<file path="src/rtl/snn_tile_sequencer.sv">
// snn_tile_sequencer: multi-tile front-end for SNN_Core; fetches each tile from a 1-cycle pixel SRAM, streams it gap-free to the core, queues one result per tile.
// Latency: oCoreStart the cycle after accept; first pixel beat 3 cycles after the start pulse; result visible at the FIFO head the cycle after the core reports.
// Backpressure: commands are accepted only while idle; a full result FIFO holds the sequencer before the next tile's start pulse.
//
// Ports:
//   iClk, iRst (async, active-low)
//   iCmdValid/oCmdReady, iCmdBase, iCmdTiles       command handshake
//   oMemRd, oMemAddr, iMemData                      pixel SRAM read port (data one cycle after oMemRd)
//   oCoreStart, oCoreData, oCoreValid               start pulse and pixel stream to the core
//   iCoreResult, iCoreValid                         core result
//   oResData, oResTile, oResValid, iResReady        result FIFO head
//   oBusy, oDone, oProtoErr, oTimeout               status
// Optional: define SNN_SEQ_TIMEOUT_EN to abort a command when the core stays silent in WAIT.
module snn_tile_sequencer #(
  parameter int IMAGE_WIDTH    = 16,
  parameter int DATA_WIDTH     = 8,
  parameter int RESULT_WIDTH   = 8,
  parameter int ADDR_WIDTH     = 16,
  parameter int TILE_CNT_WIDTH = 8,
  parameter int RES_DEPTH      = 4,
  parameter int TIMEOUT_CYCLES = IMAGE_WIDTH + 10
) (
  input  logic                      iClk,
  input  logic                      iRst,
  input  logic                      iCmdValid,
  output logic                      oCmdReady,
  input  logic [ADDR_WIDTH-1:0]     iCmdBase,
  input  logic [TILE_CNT_WIDTH-1:0] iCmdTiles,
  output logic                      oMemRd,
  output logic [ADDR_WIDTH-1:0]     oMemAddr,
  input  logic [DATA_WIDTH-1:0]     iMemData,
  output logic                      oCoreStart,
  output logic [DATA_WIDTH-1:0]     oCoreData,
  output logic                      oCoreValid,
  input  logic [RESULT_WIDTH-1:0]   iCoreResult,
  input  logic                      iCoreValid,
  output logic [RESULT_WIDTH-1:0]   oResData,
  output logic [TILE_CNT_WIDTH-1:0] oResTile,
  output logic                      oResValid,
  input  logic                      iResReady,
  output logic                      oBusy,
  output logic                      oDone,
  output logic                      oProtoErr,
  output logic                      oTimeout
);

  localparam int PIXELS = IMAGE_WIDTH * IMAGE_WIDTH;
  localparam int PIX_W  = (PIXELS > 1) ? $clog2(PIXELS) : 1;
  localparam int FA_W   = $clog2(RES_DEPTH);
  localparam int TO_W   = $clog2(TIMEOUT_CYCLES + 1);
  localparam int ENT_W  = RESULT_WIDTH + TILE_CNT_WIDTH;

`ifdef SNN_SEQ_TIMEOUT_EN
  localparam bit TO_EN = 1'b1;
`else
  // Abort path compiled out: WAIT waits forever and oTimeout stays 0.
  localparam bit TO_EN = 1'b0;
`endif

  typedef enum logic [2:0] {S_IDLE, S_START, S_STREAM, S_WAIT, S_NEXT} seqState_t;

  seqState_t                 state, stateNxt;
  logic                      outEn;     // holds oCmdReady low until the first edge after reset release
  logic [ADDR_WIDTH-1:0]     addrCnt;
  logic [TILE_CNT_WIDTH-1:0] tilesQ, tileIdx, tileInc;
  logic [PIX_W-1:0]          pixCnt;
  logic                      lastPix;
  logic                      rdDly;     // oMemRd delayed to line up with SRAM read data
  logic [TO_W-1:0]           waitCnt;
  logic                      accept, push, advance, finish, toFire;

  logic [ENT_W-1:0]          resMem [RES_DEPTH];
  logic [FA_W-1:0]           wrPtr, rdPtr;
  logic [FA_W:0]             fill;
  logic                      fifoFull, pop, wrEn;

  assign oCmdReady  = outEn && (state == S_IDLE);
  assign oCoreStart = (state == S_START);
  assign oMemRd     = (state == S_STREAM);
  assign oBusy      = (state != S_IDLE);
  assign oMemAddr   = addrCnt;
  assign tileInc    = tileIdx + TILE_CNT_WIDTH'(1);
  assign lastPix    = (pixCnt == PIX_W'(PIXELS - 1));

  assign fifoFull  = (fill == (FA_W + 1)'(RES_DEPTH));
  assign oResValid = (fill != '0);
  assign pop       = oResValid && iResReady;
  // The NEXT gate keeps WAIT from seeing a full FIFO within a command; a stale full
  // FIFO left by an earlier command drops the push instead of corrupting the queue.
  assign wrEn      = push && (!fifoFull || pop);
  assign {oResData, oResTile} = oResValid ? resMem[rdPtr] : '0;

  always_ff @(posedge iClk or negedge iRst) begin
    if (!iRst) state <= S_IDLE;
    else       state <= stateNxt;
  end

  always_comb begin
    stateNxt = state;
    accept   = 1'b0;
    push     = 1'b0;
    advance  = 1'b0;
    finish   = 1'b0;
    toFire   = 1'b0;
    case (state)
      S_IDLE: begin
        if (iCmdValid && outEn) begin
          accept = 1'b1;
          if (iCmdTiles == '0) finish = 1'b1;
          else                 stateNxt = S_START;
        end
      end
      S_START:  stateNxt = S_STREAM;
      S_STREAM: if (lastPix) stateNxt = S_WAIT;
      S_WAIT: begin
        if (iCoreValid) begin
          push     = 1'b1;
          stateNxt = S_NEXT;
        end else if (TO_EN && (waitCnt == TO_W'(TIMEOUT_CYCLES - 1))) begin
          toFire   = 1'b1;
          finish   = 1'b1;
          stateNxt = S_IDLE;
        end
      end
      S_NEXT: begin
        if (tileInc == tilesQ) begin
          finish   = 1'b1;
          stateNxt = S_IDLE;
        end else if (!fifoFull) begin
          advance  = 1'b1;
          stateNxt = S_START;
        end
      end
      default: stateNxt = S_IDLE;
    endcase
  end

  always_ff @(posedge iClk or negedge iRst) begin
    if (!iRst) begin
      outEn      <= 1'b0;
      oDone      <= 1'b0;
      addrCnt    <= '0;
      tilesQ     <= '0;
      tileIdx    <= '0;
      pixCnt     <= '0;
      rdDly      <= 1'b0;
      oCoreValid <= 1'b0;
      oCoreData  <= '0;
      oProtoErr  <= 1'b0;
      oTimeout   <= 1'b0;
      waitCnt    <= '0;
    end else begin
      outEn <= 1'b1;
      oDone <= finish;
      if (accept) begin
        addrCnt <= iCmdBase;
        tilesQ  <= iCmdTiles;
        tileIdx <= '0;
      end else if (oMemRd) begin
        addrCnt <= addrCnt + ADDR_WIDTH'(1);  // runs on across tiles, wraps silently
      end
      if (advance) tileIdx <= tileInc;
      if (oMemRd)  pixCnt  <= lastPix ? '0 : pixCnt + PIX_W'(1);
      rdDly      <= oMemRd;
      oCoreValid <= rdDly;
      if (rdDly) oCoreData <= iMemData;
      // A stray result in the same cycle as a new command still counts as seen.
      if (iCoreValid && (state != S_WAIT)) oProtoErr <= 1'b1;
      else if (accept)                     oProtoErr <= 1'b0;
      if (toFire)      oTimeout <= 1'b1;
      else if (accept) oTimeout <= 1'b0;
      waitCnt <= (state == S_WAIT) ? waitCnt + TO_W'(1) : '0;
    end
  end

  always_ff @(posedge iClk or negedge iRst) begin
    if (!iRst) begin
      wrPtr <= '0;
      rdPtr <= '0;
      fill  <= '0;
    end else begin
      if (wrEn) wrPtr <= wrPtr + FA_W'(1);
      if (pop)  rdPtr <= rdPtr + FA_W'(1);
      case ({wrEn, pop})
        2'b10:   fill <= fill + (FA_W + 1)'(1);
        2'b01:   fill <= fill - (FA_W + 1)'(1);
        default: fill <= fill;
      endcase
    end
  end

  always_ff @(posedge iClk) begin
    if (wrEn) resMem[wrPtr] <= {iCoreResult, tileIdx};
  end

endmodule

</file>
<file path="config.mk">
export PLATFORM = sky130hd
export DESIGN_NAME = snn_tile_sequencer
export DESIGN_NICKNAME = d
export VERILOG_FILES = /design/src/rtl/snn_tile_sequencer.sv
export SDC_FILE = /design/constraint.sdc
export NUM_CORES = 1
export LEC_CHECK = 0
export CORE_ASPECT_RATIO = 0.75
export CORE_MARGIN = 5
export CORE_UTILIZATION = 48
export DETAILED_ROUTE_END_ITERATION = 8
export PLACE_DENSITY = 0.77
export SYNTH_ARGS = -nofsm -noshare
export SYNTH_HDL_FRONTEND = slang
export SYNTH_SLANG_ARGS = --single-unit
</file>
<file path="constraint.sdc">
create_clock -name iClk -period 2.45 [get_ports iClk]
set_clock_uncertainty 0.05 [all_clocks]
set_input_delay 0.3675 -clock iClk [delete_from_list [all_inputs] [get_ports iClk]]
set_output_delay 0.3675 -clock iClk [all_outputs]
set_load 0.02 [all_outputs]
</file>
After elaboration in Yosys (flattened, before gate mapping)
Memory sizes are Yosys's and may differ from the RTL's. Cells that the tools add are included.

Add/subtract/negate cells: 7. Eq/ne operators: 15. Multiplexer cells: 29. Reductions and logical operators: 16.

Operators with widths (number): $mux W16 (3); $mux W8 (3); $mux W3 (6); $add A16 B1 Y16 const B (1); $add A8 B1 Y8 const B (2); $pmux W3 S5 (1); $mux W1 (14); $eq A8 B8 Y1 (1); $eq A8 B8 Y1 const B (1); $logic_not A8 Y1 (1); $reduce_bool A2 Y1 (4); $eq A3 B2 Y1 const B (2); $eq A3 B3 Y1 const B (2); $pmux W3 S2 (1); $reduce_bool A3 Y1 (2); $logic_and A1 B1 Y1 (5); $reduce_and A5 Y1 (1); $add A2 B1 Y2 const B (2); $ne A2 B1 Y1 const B (2); $ne A2 B2 Y1 const B (2); $add A3 B1 Y3 const B (1); $eq A3 B1 Y1 const B (1); $logic_not A3 Y1 (1); $ne A3 B2 Y1 const B (1); other kinds (7) (7).

Register bits after elaboration: 63. Bits in writable memories: 64. Output and inout port bits: 49. Word-level logic and storage cells: 82. Memories: 1.

Memory list: resMem (words 4, bits a word 16, rd ports 1, clocked after memory_dff 0, wr ports 1, line 72) `logic [ENT_W-1:0] resMem [RES_DEPTH];`.

Logic depth before layout (Yosys ltp)
Depth after elaboration: 6. Mapped depth: 10. Depth with buffers taken out: 8.

Least setup slack after synthesis
No wires, ideal clock.

Kind: register -> register. Start point: register tileIdx[0]. End point: register tileIdx[4]. Arrival time: 2.356 ns. Required time: 2.274 ns. Path slack: -0.082 ns. Stages on the path, launching flop included: 8. Clock period less this slack: 2.532 ns. Path through: dfrtp_1 nand3_2 or2_1 o311a_1 or4_4 and2_4 buf_6 a221o_1.

Cells in the longest elaborated chain, start to end: 5.

RTL lines: start, declared (line 65) `logic [TILE_CNT_WIDTH-1:0] tilesQ, tileIdx, tileInc;`; start signal, assigned (line 162) `if (advance) tileIdx <= tileInc;`; $add A8 B1 Y8 (*) (line 82) `assign tileInc = tileIdx + TILE_CNT_WIDTH'(1);`; $eq A8 B8 Y1 (line 126) `if (tileInc == tilesQ) begin`; $mux W1 (line 126); $mux W1 (line 105) `case (state)`; $mux W8 / $reduce_bool A2 Y1 (equally long branches).

Mark *: on every way between the ends. The rest lies on a longest branch, timed or not. A chain may end at the register's enable or synchronous reset.

Worst setup path after layout
Start point: register tileIdx[2]. End point: register tileIdx[6].

Same word-level chain as after synthesis.

==> flow_summary.json <==
{
  "fin_crit_sh": 0.989,
  "pwr_density_cell_nw_per_um2": 1180,
  "drt_iter0_markers": 240,
  "clock_latency_ns": 0.42,
  "total_power_mw": 9.18,
  "maxCapViolCount": 0,
  "hold_slack_ns": 0.228,
  "synthCells": 457,
  "p_leak_nw": 3.01,
  "fmax_mhz": 413,
  "antenna_found_initial": 0,
  "clock-sinks": 127,
  "path_cells": "nand3_2 -> or2_1 -> o311a_1 -> or4_4 -> and2_4 -> a221o_1",
  "cts_buffers": 17,
  "antennaDiodeCount": 0,
  "ys_ff_latch": 127,
  "routabilityCongestion": 0.831,
  "period_minus_slack_ns": 2.42,
  "routed_wl_mm": 12.7,
  "grt_pass1_wl_mm": 21.0,
  "grt_usage": 0.188,
  "routedWlPerCell_um": 16.7,
  "drive_gt1_frac": 0.205,
  "grt_overflow": 0,
  "relSlewSlack": 0.596,
  "start_kind": "flip-flop",
  "worst_path_largest_cell_delay_ns": 0.57,
  "drc": 0,
  "cts_htree_levels": 4,
  "start_util": 0.494,
  "die_h_um": 105,
  "grt_pass1_vias": 4202,
  "grt_start_max_net_pins": 62,
  "avgSynthCellArea_um2": 12.6,
  "die-area_um2": 14400,
  "arrival_ns": 2.66,
  "worst_slew_pin_slew_ns": 0.604,
  "synth_cell_types": 58,
  "async_flop_share": 0.496,
  "route.vias.total": 4027,
  "syn_nets": 510,
  "synthFlopType": "edfxtp_1",
  "crit_type": "flip-flop to flip-flop",
  "outcome": "finished, final reports clean",
  "io_buffers": 92,
  "path_clk_slew_ns": 0.06,
  "synth_edf_count": 64,
  "dpl.hpwl_mm": 8.73,
  "crit_required_ns": 2.68,
  "drv_slew": 0,
  "drt_pass1_iterations": 5,
  "hold_viol": 0,
  "worstSetupEndpointType": "flip-flop",
  "io_pins": 94,
  "crit_slowest_cell": "or4_4",
  "cts_root_buf": "clkbuf_16",
  "cts_buffer_depth": 2,
  "synth_warnings": 0,
  "cts_tree": "yes",
  "irDropWorstVdd_mv": 0.639,
  "num_rows": 34,
  "synth_area_um2": 5780,
  "crit_fanout": 7,
  "ys_seq_area_frac": 0.605,
  "rsz0062_at_grt": "true",
  "core_area_um2": 11700,
  "die_x_um": 137,
  "hold_path_class": "input pin to async pin",
  "drt-vias-per-instance": 5.31,
  "final_nets": 636,
  "setup_viol_count_final": 0,
  "synthToLayoutAreaGrowth_pct": 34.4,
  "final_antenna_net_count": 0
}
-- placed cells by master, fill, tap and decap left out, types with 8 or more instances in the layout --
master / instances
a211oi_1: 11
a21oi_1: 11
and2_1: 24
and3_1: 8
buf_4: 33
clkbuf_16: 17
clkdlybuf4s15_1: 9
clkdlybuf4s50_1: 73
dfrtp_1: 58
edfxtp_1: 64
inv_1: 8
mux2_2: 10
mux4_2: 16
nand2_1: 51
nand3_1: 19
nor2_1: 28
nor3_1: 9
o21ai_0: 11
xnor2_1: 13
-- final cells by class --
class                      count  area, um2
inverter                       8       30.0
clock buffer                  17        425
fill                         817       3940
timing repair buffer         133       1280
clock inverter                15        146
sequential                   127       3500
tap                          162        203
multi-input combinational    296       2180
-- per-layer routing --
metal / share of wire / vias up / routed length (um) / GRT usage
met3: 0.052 / 16 / 656 / 0.0500
met2: 0.47 / 109 / 5980 / 0.288
met4: 0.011 / 0 / 143 / 0.0748
met5: 0 / - / 0 / 0
li1: - / 1949 / - / -
met1: 0.46 / 1953 / 5870 / 0.257
-- repair_timing --
item	4_1_cts	5_1_grt
endpoints found under the setup margin	18	23
hold endpoints to repair	63	0
buffers inserted	1	4
hold buffers	1	0
resized for setup	24	30
cloned	0	0
-- worst max-delay path, delay by kind of cell (launching register included) --
kind               cells  cell delay [ns]
DFF                    1             0.44
and+or+nand+nor        4             1.13
AOI/OAI and AO/OA      2             0.68
-- metrics by stage --
step / setup TNS, ns / worst slack [ns] / cells / instance area, um2 / utilization
2_1_floorplan: 0 / 0.0431 / 457 / 5790 / -
5_1_grt: -0.0367 / -0.0191 / 758 / 7760 / 0.664
3_5_place_dp: 0 / 0.0147 / 720 / 7110 / 0.608
3_3_place_gp: 0 / 0.0542 / 720 / 7110 / 0.608
4_1_cts: 0 / 0.00157 / 754 / 7700 / 0.659
6_report: 0 / 0.0258 / 758 / 7760 / 0.664
-- state kept, by name, summed over array words and instances, names as in the netlist --
name / count
outEn: 1
oCoreValid: 1
fill: 3
oCoreData: 8
tilesQ: 8
state: 3
tileIdx: 8
oMemAddr: 16
wrPtr: 2
oProtoErr: 1
resMem: 64
rdPtr: 2
oDone: 1
pixCnt: 8
rdDly: 1
-- cells in the mapped netlist (all sizes together) (4+ instances only) --
| library cell | n | area share |
|---|---|---|
| edfxtp | 64 | 0.33 |
| dfrtp | 63 | 0.27 |
| nand2 | 51 | 0.033 |
| nor2 | 28 | 0.018 |
| and2 | 25 | 0.028 |
| nand3 | 21 | 0.019 |
| clkbuf | 20 | 0.013 |
| mux4 | 16 | 0.062 |
| xnor2 | 14 | 0.021 |
| a21oi | 12 | 0.011 |
| o21ai | 12 | 0.010 |
| a211oi | 11 | 0.014 |
| mux2 | 10 | 0.019 |
| nor3 | 10 | 0.0087 |
| and3 | 8 | 0.0087 |
| inv | 8 | 0.0052 |
| ha | 7 | 0.015 |
| buf | 6 | 0.0063 |
| a311oi | 5 | 0.0076 |
| nand4 | 5 | 0.0054 |
| xor2 | 5 | 0.0076 |
| a221o | 4 | 0.0069 |
| nor2b | 4 | 0.0043 |
| o22ai | 4 | 0.0043 |
-- power breakdown --
group          internal (mW)  leakage, nW  total [mW]  switching, mW
combinational           1.78         1.41        3.59           1.81
clock                   1.49        0.276        2.42          0.935
sequential              2.71         1.32        3.17          0.459
total                   5.98         3.01        9.18           3.20
-- cell families (layout without fill, tap and decap cells) --
group,after synthesis,after routing,synth area share
and+or+nand+nor,173,173,0.154
DFF,127,127,0.605
AOI/OAI and AO/OA,66,66,0.0793
buffers and inverters,34,173,0.0245
muxes,27,27,0.0836
xor gates and xnor gates,20,20,0.0329
adders and majority gates,8,8,0.0186
other,2,2,0.00130
-- path summary, 6_finish.rpt --
| path | from | end | slack (ns) | cells after the start |
|---|---|---|---|---|
| worst max register to register | tileIdx[2] | tileIdx[6] | 0.03 | 6 |
| worst max-delay path | tileIdx[2] | tileIdx[6] | 0.03 | 6 |
| worst min register to register | oCoreData[5] | oCoreData[5] | 0.46 | 1 |
| worst min-delay path | iRst | oProtoErr | 0.23 | 2 |
| max in group asynchronous | iRst | rdPtr[0] | 1.59 | 3 |
| min in group iClk | oCoreData[5] | oCoreData[5] | 0.46 | 1 |
Power figures use the tool's default switching activity.
